$ cat src/rtl/cfg_link_pkg.sv
// Shared definitions for the configuration-access link: request space types,
// response status codes, the responder FSM state type and a data-mask helper.
// Used by the RX decoder, the TX encoder and cfg_rsp_engine.
package cfg_link_pkg;

    // Request space selector
    localparam logic CFG_TYPE_16 = 1'b0;  // 16-bit PHY/management space
    localparam logic CFG_TYPE_32 = 1'b1;  // 32-bit local register space

    // Response status codes
    localparam logic [1:0] CFG_ST_OK       = 2'd0;
    localparam logic [1:0] CFG_ST_TIMEOUT  = 2'd1;
    localparam logic [1:0] CFG_ST_BAD_ADDR = 2'd2;

    // Responder FSM states
    typedef enum logic [1:0] {
        StIdle,
        StAccess,
        StWait,
        StResp
    } cfg_rsp_state_e;

    // The 16-bit space only carries the low half of the data word.
    function automatic logic [31:0] cfg_mask_data(input logic       req_type,
                                                  input logic [31:0] data);
        return (req_type == CFG_TYPE_16) ? {16'h0000, data[15:0]} : data;
    endfunction

endpackage

$ cat src/rtl/cfg_rsp_engine.sv
// cfg_rsp_engine: far-end responder for configuration-access requests.
// Accepts one decoded write/read request at a time, executes it on the local
// register bus with an ack timeout and returns exactly one response.
//
// Ports:
//   clk, rst            clock, asynchronous active-high reset
//   req_*               request from the RX decoder (valid/ready handshake)
//   bus_*               local register bus: one-cycle strobes, registered
//                       type/address/write data, read data qualified by ack
//   rsp_*               response to the TX encoder (valid/ready handshake)
//   err_cnt             saturating count of TIMEOUT/BAD_ADDR responses
module cfg_rsp_engine
    import cfg_link_pkg::*;
#(
    parameter int unsigned TIMEOUT_CYC = 1024,  // 2..65535
    parameter int unsigned ADDR_W      = 16
) (
    input  logic              clk,
    input  logic              rst,

    input  logic              req_valid,
    output logic              req_ready,
    input  logic              req_type,
    input  logic              req_wr,
    input  logic [ADDR_W-1:0] req_addr,
    input  logic [31:0]       req_data,

    output logic              bus_wr_en,
    output logic              bus_rd_en,
    output logic              bus_type,
    output logic [ADDR_W-1:0] bus_addr,
    output logic [31:0]       bus_wr_data,
    input  logic [31:0]       bus_rd_data,
    input  logic              bus_ack,

    output logic              rsp_valid,
    input  logic              rsp_ready,
    output logic              rsp_type,
    output logic              rsp_wr,
    output logic [ADDR_W-1:0] rsp_addr,
    output logic [31:0]       rsp_data,
    output logic [1:0]        rsp_status,

    output logic [15:0]       err_cnt
);

    // Counter value in the last WAIT cycle before a timeout is declared.
    localparam logic [15:0] CntLast = 16'(TIMEOUT_CYC - 1);

    cfg_rsp_state_e    state_q, state_d;
    logic              req_ready_q, req_ready_d;
    logic              type_q, type_d;
    logic              wr_q, wr_d;
    logic [ADDR_W-1:0] addr_q, addr_d;
    logic [31:0]       data_q, data_d;
    logic              wr_en_q, wr_en_d;
    logic              rd_en_q, rd_en_d;
    logic [15:0]       cnt_q, cnt_d;
    logic              rsp_valid_q, rsp_valid_d;
    logic [31:0]       rsp_data_q, rsp_data_d;
    logic [1:0]        rsp_status_q, rsp_status_d;
    logic [15:0]       err_cnt_q, err_cnt_d;

    always_comb begin
        state_d      = state_q;
        type_d       = type_q;
        wr_d         = wr_q;
        addr_d       = addr_q;
        data_d       = data_q;
        wr_en_d      = 1'b0;
        rd_en_d      = 1'b0;
        cnt_d        = cnt_q;
        rsp_valid_d  = rsp_valid_q;
        rsp_data_d   = rsp_data_q;
        rsp_status_d = rsp_status_q;
        err_cnt_d    = err_cnt_q;

        unique case (state_q)
            StIdle: begin
                if (req_valid && req_ready_q) begin
                    type_d = req_type;
                    wr_d   = req_wr;
                    addr_d = req_addr;
                    data_d = cfg_mask_data(req_type, req_data);
                    cnt_d  = '0;
                    if (req_type == CFG_TYPE_32 && req_addr[1:0] != 2'b00) begin
                        // Misaligned 32-bit access: answer directly, never touch the bus.
                        state_d      = StResp;
                        rsp_valid_d  = 1'b1;
                        rsp_status_d = CFG_ST_BAD_ADDR;
                        rsp_data_d   = '0;
                    end else begin
                        // Strobes are registered so they appear in the ACCESS cycle.
                        state_d = StAccess;
                        wr_en_d = req_wr;
                        rd_en_d = !req_wr;
                    end
                end
            end

            // Counter is 0 in ACCESS and CntLast >= 1, so ACCESS never times out.
            StAccess, StWait: begin
                if (bus_ack) begin
                    state_d      = StResp;
                    rsp_valid_d  = 1'b1;
                    rsp_status_d = CFG_ST_OK;
                    rsp_data_d   = wr_q ? data_q : cfg_mask_data(type_q, bus_rd_data);
                end else if (cnt_q == CntLast) begin
                    state_d      = StResp;
                    rsp_valid_d  = 1'b1;
                    rsp_status_d = CFG_ST_TIMEOUT;
                    rsp_data_d   = '0;
                end else begin
                    state_d = StWait;
                    cnt_d   = cnt_q + 16'd1;
                end
            end

            StResp: begin
                if (rsp_ready) begin
                    state_d     = StIdle;
                    rsp_valid_d = 1'b0;
                    if (rsp_status_q != CFG_ST_OK && err_cnt_q != 16'hFFFF) begin
                        err_cnt_d = err_cnt_q + 16'd1;
                    end
                end
            end

            default: state_d = StIdle;
        endcase

        req_ready_d = (state_d == StIdle);
    end

    always_ff @(posedge clk or posedge rst) begin
        if (rst) begin
            state_q      <= StIdle;
            req_ready_q  <= 1'b0;
            type_q       <= 1'b0;
            wr_q         <= 1'b0;
            addr_q       <= '0;
            data_q       <= '0;
            wr_en_q      <= 1'b0;
            rd_en_q      <= 1'b0;
            cnt_q        <= '0;
            rsp_valid_q  <= 1'b0;
            rsp_data_q   <= '0;
            rsp_status_q <= CFG_ST_OK;
            err_cnt_q    <= '0;
        end else begin
            state_q      <= state_d;
            req_ready_q  <= req_ready_d;
            type_q       <= type_d;
            wr_q         <= wr_d;
            addr_q       <= addr_d;
            data_q       <= data_d;
            wr_en_q      <= wr_en_d;
            rd_en_q      <= rd_en_d;
            cnt_q        <= cnt_d;
            rsp_valid_q  <= rsp_valid_d;
            rsp_data_q   <= rsp_data_d;
            rsp_status_q <= rsp_status_d;
            err_cnt_q    <= err_cnt_d;
        end
    end

    // The latched request doubles as bus command and response echo; it only
    // changes on accept, so it is stable through ACCESS, WAIT and RESP.
    assign req_ready   = req_ready_q;
    assign bus_wr_en   = wr_en_q;
    assign bus_rd_en   = rd_en_q;
    assign bus_type    = type_q;
    assign bus_addr    = addr_q;
    assign bus_wr_data = data_q;
    assign rsp_valid   = rsp_valid_q;
    assign rsp_type    = type_q;
    assign rsp_wr      = wr_q;
    assign rsp_addr    = addr_q;
    assign rsp_data    = rsp_data_q;
    assign rsp_status  = rsp_status_q;
    assign err_cnt     = err_cnt_q;

endmodule

$ cat config.mk
export PLATFORM = sky130hd
export DESIGN_NAME = cfg_rsp_engine
export DESIGN_NICKNAME = d
export VERILOG_FILES = /design/src/rtl/cfg_link_pkg.sv /design/src/rtl/cfg_rsp_engine.sv
export SDC_FILE = /design/constraint.sdc
export NUM_CORES = 1
export LEC_CHECK = 0
export BUFFER_PORTS_ARGS = -buffer_cell sky130_fd_sc_hd__clkbuf_2
export CAP_MARGIN = 20
export CORE_MARGIN = 5
export CORE_UTILIZATION = 49
export DETAILED_ROUTE_END_ITERATION = 16
export PLACE_DENSITY = 0.79
export SYNTH_ARGS = -nofsm -noshare
export SYNTH_HDL_FRONTEND = slang
export SYNTH_SLANG_ARGS = --single-unit
$ cat constraint.sdc
create_clock -name clk -period 11.9 [get_ports clk]
set_input_delay 1.785 -clock clk [delete_from_list [all_inputs] [get_ports clk]]
set_output_delay 1.785 -clock clk [all_outputs]
set_load 0.05 [all_outputs]
Yosys cells after proc, flatten, opt, wreduce, memory -nomap -nowiden
Cells that the tools add are included.
{ "op_classes": {"n_addsub": 2, "n_eq_ne": 11, "muxes": 35, "n_reduce_logical": 15} }
{ "ops": {"columns": ["cell", "n"], "rows": [
  ["32-bit two-way mux", 7],
  ["32-bit case mux with 2 select lines", 1],
  ["16-bit two-way mux", 3],
  ["16-bit by 1-bit adder with 16-bit output (second input constant)", 2],
  ["16-bit case mux with 2 select lines", 1],
  ["16-bit by 10-bit == test with 1-bit output (second input constant)", 1],
  ["16-bit inequality test (second input constant)", 1],
  ["2-bit two-way mux", 7],
  ["1-bit two-way mux", 13],
  ["4-bit AND reduction", 3],
  ["2-bit inequality test (second input constant)", 5],
  ["2-bit case mux with 3 select lines", 1],
  ["2-bit nonzero test", 3],
  ["2-bit == test (second input constant)", 2],
  ["2-bit logical NOT", 2],
  ["2-bit case mux with 2 select lines", 1],
  ["1-bit logical AND", 3],
  ["3-bit inequality test (second input constant)", 1],
  ["1-bit case mux with 3 select lines", 1],
  ["3-bit AND reduction", 1],
  ["2-bit by 1-bit == test with 1-bit output (second input constant)", 1],
  ["2-bit AND reduction", 1],
  ["2-bit OR reduction", 1],
  ["1-bit logical NOT", 1]
]} }
{ "word_totals": {"register_bits": 122, "in_bits": 87, "output_inout_bits": 121, "wordCells": 76} }

Depth between registers and ports, before layout
{ "depth": {"depth_word": 6, "depth_mapped": 8, "depth_no_buf": 6} }

Worst setup path after synthesis
No wires, ideal clock.
{ "synth_timing": {"kind": "input port to flip-flop", "start": "in req_type", "end": "reg rsp_data_q[0], in the netlist rsp_data[0]", "setup_ps": 125, "arrival_ps": 2994, "required_time_ps": 11775, "path_slack_ps": 8781, "path_stages": 6, "path_buffers": 2, "path_cell_list": "clkbuf_1 o21ai_0 a22oi_2 o21ai_4 buf_6 mux2_2"} }
{ "synth_via": {"elab_chain_len": 3} }
{ "synth_lines": {"columns": ["element", "line_no", "source"], "rows": [
  ["start: declaration", "cfg_rsp_engine.sv:23", "input logic req_type,"],
  ["1-bit logical AND", "cfg_rsp_engine.sv:86", "if (req_type == CFG_TYPE_32 && req_addr[1:0] != 2'b00) begin"],
  ["2-bit inequality test (no source line)", null, null],
  ["4-bit AND reduction (no source line)", null, null],
  ["end signal: assignment", "cfg_rsp_engine.sv:161", "rsp_data_q <= rsp_data_d;"],
  ["end: declaration", "cfg_rsp_engine.sv:60", "logic [31:0] rsp_data_q, rsp_data_d;"]
]} }
Every way passes these cells.
A chain may end at the register's enable or synchronous reset.

Worst setup path after layout
{ "layout_timing": {"start": "in req_valid", "end": "reg cnt_q[9]"} }
{ "layout_via": {"elab_chain_len": 3} }
{ "layout_lines": {"columns": ["element", "line_no", "source"], "rows": [
  ["start: declaration", "cfg_rsp_engine.sv:21", "input logic req_valid,"],
  ["1-bit logical AND", "cfg_rsp_engine.sv:80", "if (req_valid && req_ready_q) begin"],
  ["2-bit inequality test (no source line)", null, null],
  ["4-bit AND reduction (no source line)", null, null],
  ["end signal: assignment", "cfg_rsp_engine.sv:159", "cnt_q <= cnt_d;"],
  ["end: declaration", "cfg_rsp_engine.sv:58", "logic [15:0] cnt_q, cnt_d;"]
]} }
Every way passes these cells.

==> impl_metrics.csv <==
group,metric,value,unit
route,viasPerCell,5.64,
logic_synthesis,ys_ff_latch,122,
timing,hold_viol_final,0,
cts,cts_buffers,17,
logic_synthesis,synthArstFlopShare,100,%
timing,holdWs,503,ps
grt,grt_use_total,23.6,%
place,place.port_buffers,207,
floorplanning,core,11900,sq um
cts,clk_latency,420,ps
final_layout,seq_area,3050,sq um
logic_synthesis,ys_warn_count,0,
route,drtIter0Drc,601,
critical_path,crit_type,"in2reg",
timing,max_slew.worst_pin.slew,1100,ps
power_and_ir_drop,p_leak,0.00409,uW
final_layout,multi_input_comb_area,2550,sq um
final_layout,final_common_cell,"clkbuf_2",
outcome,status,"completed",
logic_synthesis,synth.cell_area,5900,sq um
grt,antenna_found_initial,0,
logic_synthesis,synth_nets,689,
final_layout,nFillCells,995,
timing,tns,0,ps
cts,cts_resized,0,
critical_path,cp_max_fo,56,
floorplanning,io_pins,208,
worst_hold_path,min_path_type,"reg2reg",
cts,clock_sinks,122,
floorplanning,dieWidth,120,um
final_layout,antenna_cells,0,
logic_synthesis,synth_top_area_cell,"dfrtp_1",
logic_synthesis,synth_edf_count,0,
timing,fin_skew,9.26,ps
final_layout,syn_to_final_growth,27.3,%
timing,setup_viol,0,
timing,rsz0062_at_grt,"false",
final_layout,final_cell_mix,"clkbuf_2, nand2_1, dfrtp_1",
timing,period_needed,3510,ps
final_layout,drive_above_1_share,36.6,%
grt,grt_overflow_total,0,
critical_path,cp_slowest_cell,"and3_2",
cts,post_cts_buffers,0,
logic_synthesis,synth_seq_area_share,51.7,%
power_and_ir_drop,ir_drop,0.193,mV
grt,grt_start_max_net_pins,63,
logic_synthesis,ys.flop_type,"dfrtp_1",
floorplanning,fp-row-count,40,
cts,cts_root_buffer,"clkbuf_16",
cts,cts.clk_slew.worst_paths,60,ps
power_and_ir_drop,powerDensity,313,nW/um^2
cts,clockBufferDepth,2,
final_layout,final_nets,872,
grt,grt_pass1_wl,27000,um
route,vias,5303,
timing,timing.final.crit_share,29.5,%
route,dr.pass1.iters,5,
logic_synthesis,synth_area_leaders,"dfrtp_1, nand2_1, mux2_2",
critical_path,slowest_delay,890,ps
place,gp_congestion,0.896,
place,hpwl,11900,um
critical_path,crit_path_start_kind,"input port",
critical_path,worstPathRequired,12240,ps
timing,max_freq,285,MHz
route,wire_per_inst,17.8,um
logic_synthesis,synthCells,598,
floorplanning,die_area,14300,sq um
floorplanning,initial_utilization,49.5,%
timing,max_slew_margin,26.3,%
critical_path,crit_path_end_kind,"register",
cts,cts_tree,"done",
critical_path,cp.arrival,3840,ps
route,drc,0,
cts,htree_levels,4,
route,routed_wl,16700,um
cts,cts_hold_buf,0,
logic_synthesis,synth_top_area_share,51.7,%
floorplanning,die-height,120,um
logic_synthesis,synth.distinct_cells,54,
grt,grt_pass1_vias,5282,
critical_path,cp_cell_sequence,"clkbuf_2 > and3_2 > nor2_1 > or4_1 > a21oi_1",
timing,slew_violations,0,
route,drtAntennaViolNets,0,
logic_synthesis,syn_avg_cell_area,9.87,sq um
job,cap_viol_max_count,0,
==> state kept, by name, indices dropped and copies added (netlist names) <==
signal,count
rsp_wr,1
rsp_data,32
cnt_q,16
err_cnt,16
bus_wr_data,32
state_q,2
bus_wr_en,1
rsp_status,2
bus_type,1
rsp_valid,1
bus_addr,16
bus_rd_en,1
req_ready,1
==> logic make-up after synthesis <==
kind of cell             share of synthesized area (%)
AO/OA/AOI/OAI                                     7.82
XOR/XNOR                                          2.08
adder cells (fa/ha/maj)                          0.848
buffers and inverters                             5.17
flip-flops                                        51.7
multiplexers                                      9.86
AND/OR/NAND/NOR                                   22.5
==> through the flow <==
stage               utilization (%)  setup slack (ps)  total power [uW]  std cells  cell area [sq um]
floorplan                         -              6870              1580        598               5900
CTS                            63.1              8390              2360        941               7510
global placement               57.7              8010              1800        908               6880
detailed placement             58.0              7970              1830        909               6910
finish                         63.1              8390              2360        941               7510
global route                   63.1              8210              2460        941               7510
==> cells in the mapped netlist (all sizes together), types with 4 or more instances <==
| cell | number |
|---|---|
| o31ai | 5 |
| or2 | 4 |
| nor4 | 7 |
| buf | 31 |
| and4 | 6 |
| xor2 | 12 |
| ha | 4 |
| nor2 | 38 |
| and3 | 6 |
| mux2 | 33 |
| o21ai | 7 |
| a31oi | 4 |
| nand2 | 153 |
| nand4 | 11 |
| nand2b | 4 |
| inv | 8 |
| a21oi | 15 |
| mux2i | 21 |
| dfrtp | 122 |
| nor3 | 9 |
| nand3 | 28 |
| a22oi | 16 |
| or4 | 7 |
| clkbuf | 16 |
==> worst max-delay path: cells and delay by family <==
| family | cells | cell delay [ps] |
|---|---|---|
| compound gates | 1 | 150 |
| simple gates | 3 | 1780 |
| buf+inv | 1 | 120 |
==> layout make-up <==
class / count / area share [%]
multi-input cells: 421 / 33.9
well taps: 147 / 2.45
clock buffers: 23 / 6.63
inverters: 8 / 0.433
flip-flops and latches: 122 / 40.6
clock inverters: 9 / 1.47
repair buffers: 211 / 14.5
==> worst paths after layout <==
check                      slack, ps  depth (start not counted)         endpoint             from
max                             8390                          5         cnt_q[9]        req_valid
min                              500                          2  bus_wr_data[21]  bus_wr_data[21]
max reg2reg                     8990                          6         cnt_q[9]       state_q[0]
min reg2reg                      500                          2  bus_wr_data[21]  bus_wr_data[21]
max in group asynchronous       9110                          3  bus_wr_data[23]              rst
min in group asynchronous       1490                          2     bus_addr[12]              rst
==> report_power, final <==
group	switching, uW	total (uW)	internal, uW
Clock	188	525	336
Combinational	880	1170	287
Sequential	115	663	549
==> per-layer routing <==
metal | track usage [%] | share of wire, %
met2 | 40.3 | 51
met4 | 9.23 | 1.9
met3 | 6.36 | 7.4
met5 | 0 | 0
met1 | 28.5 | 40
(Power assumes the default switching activity.)
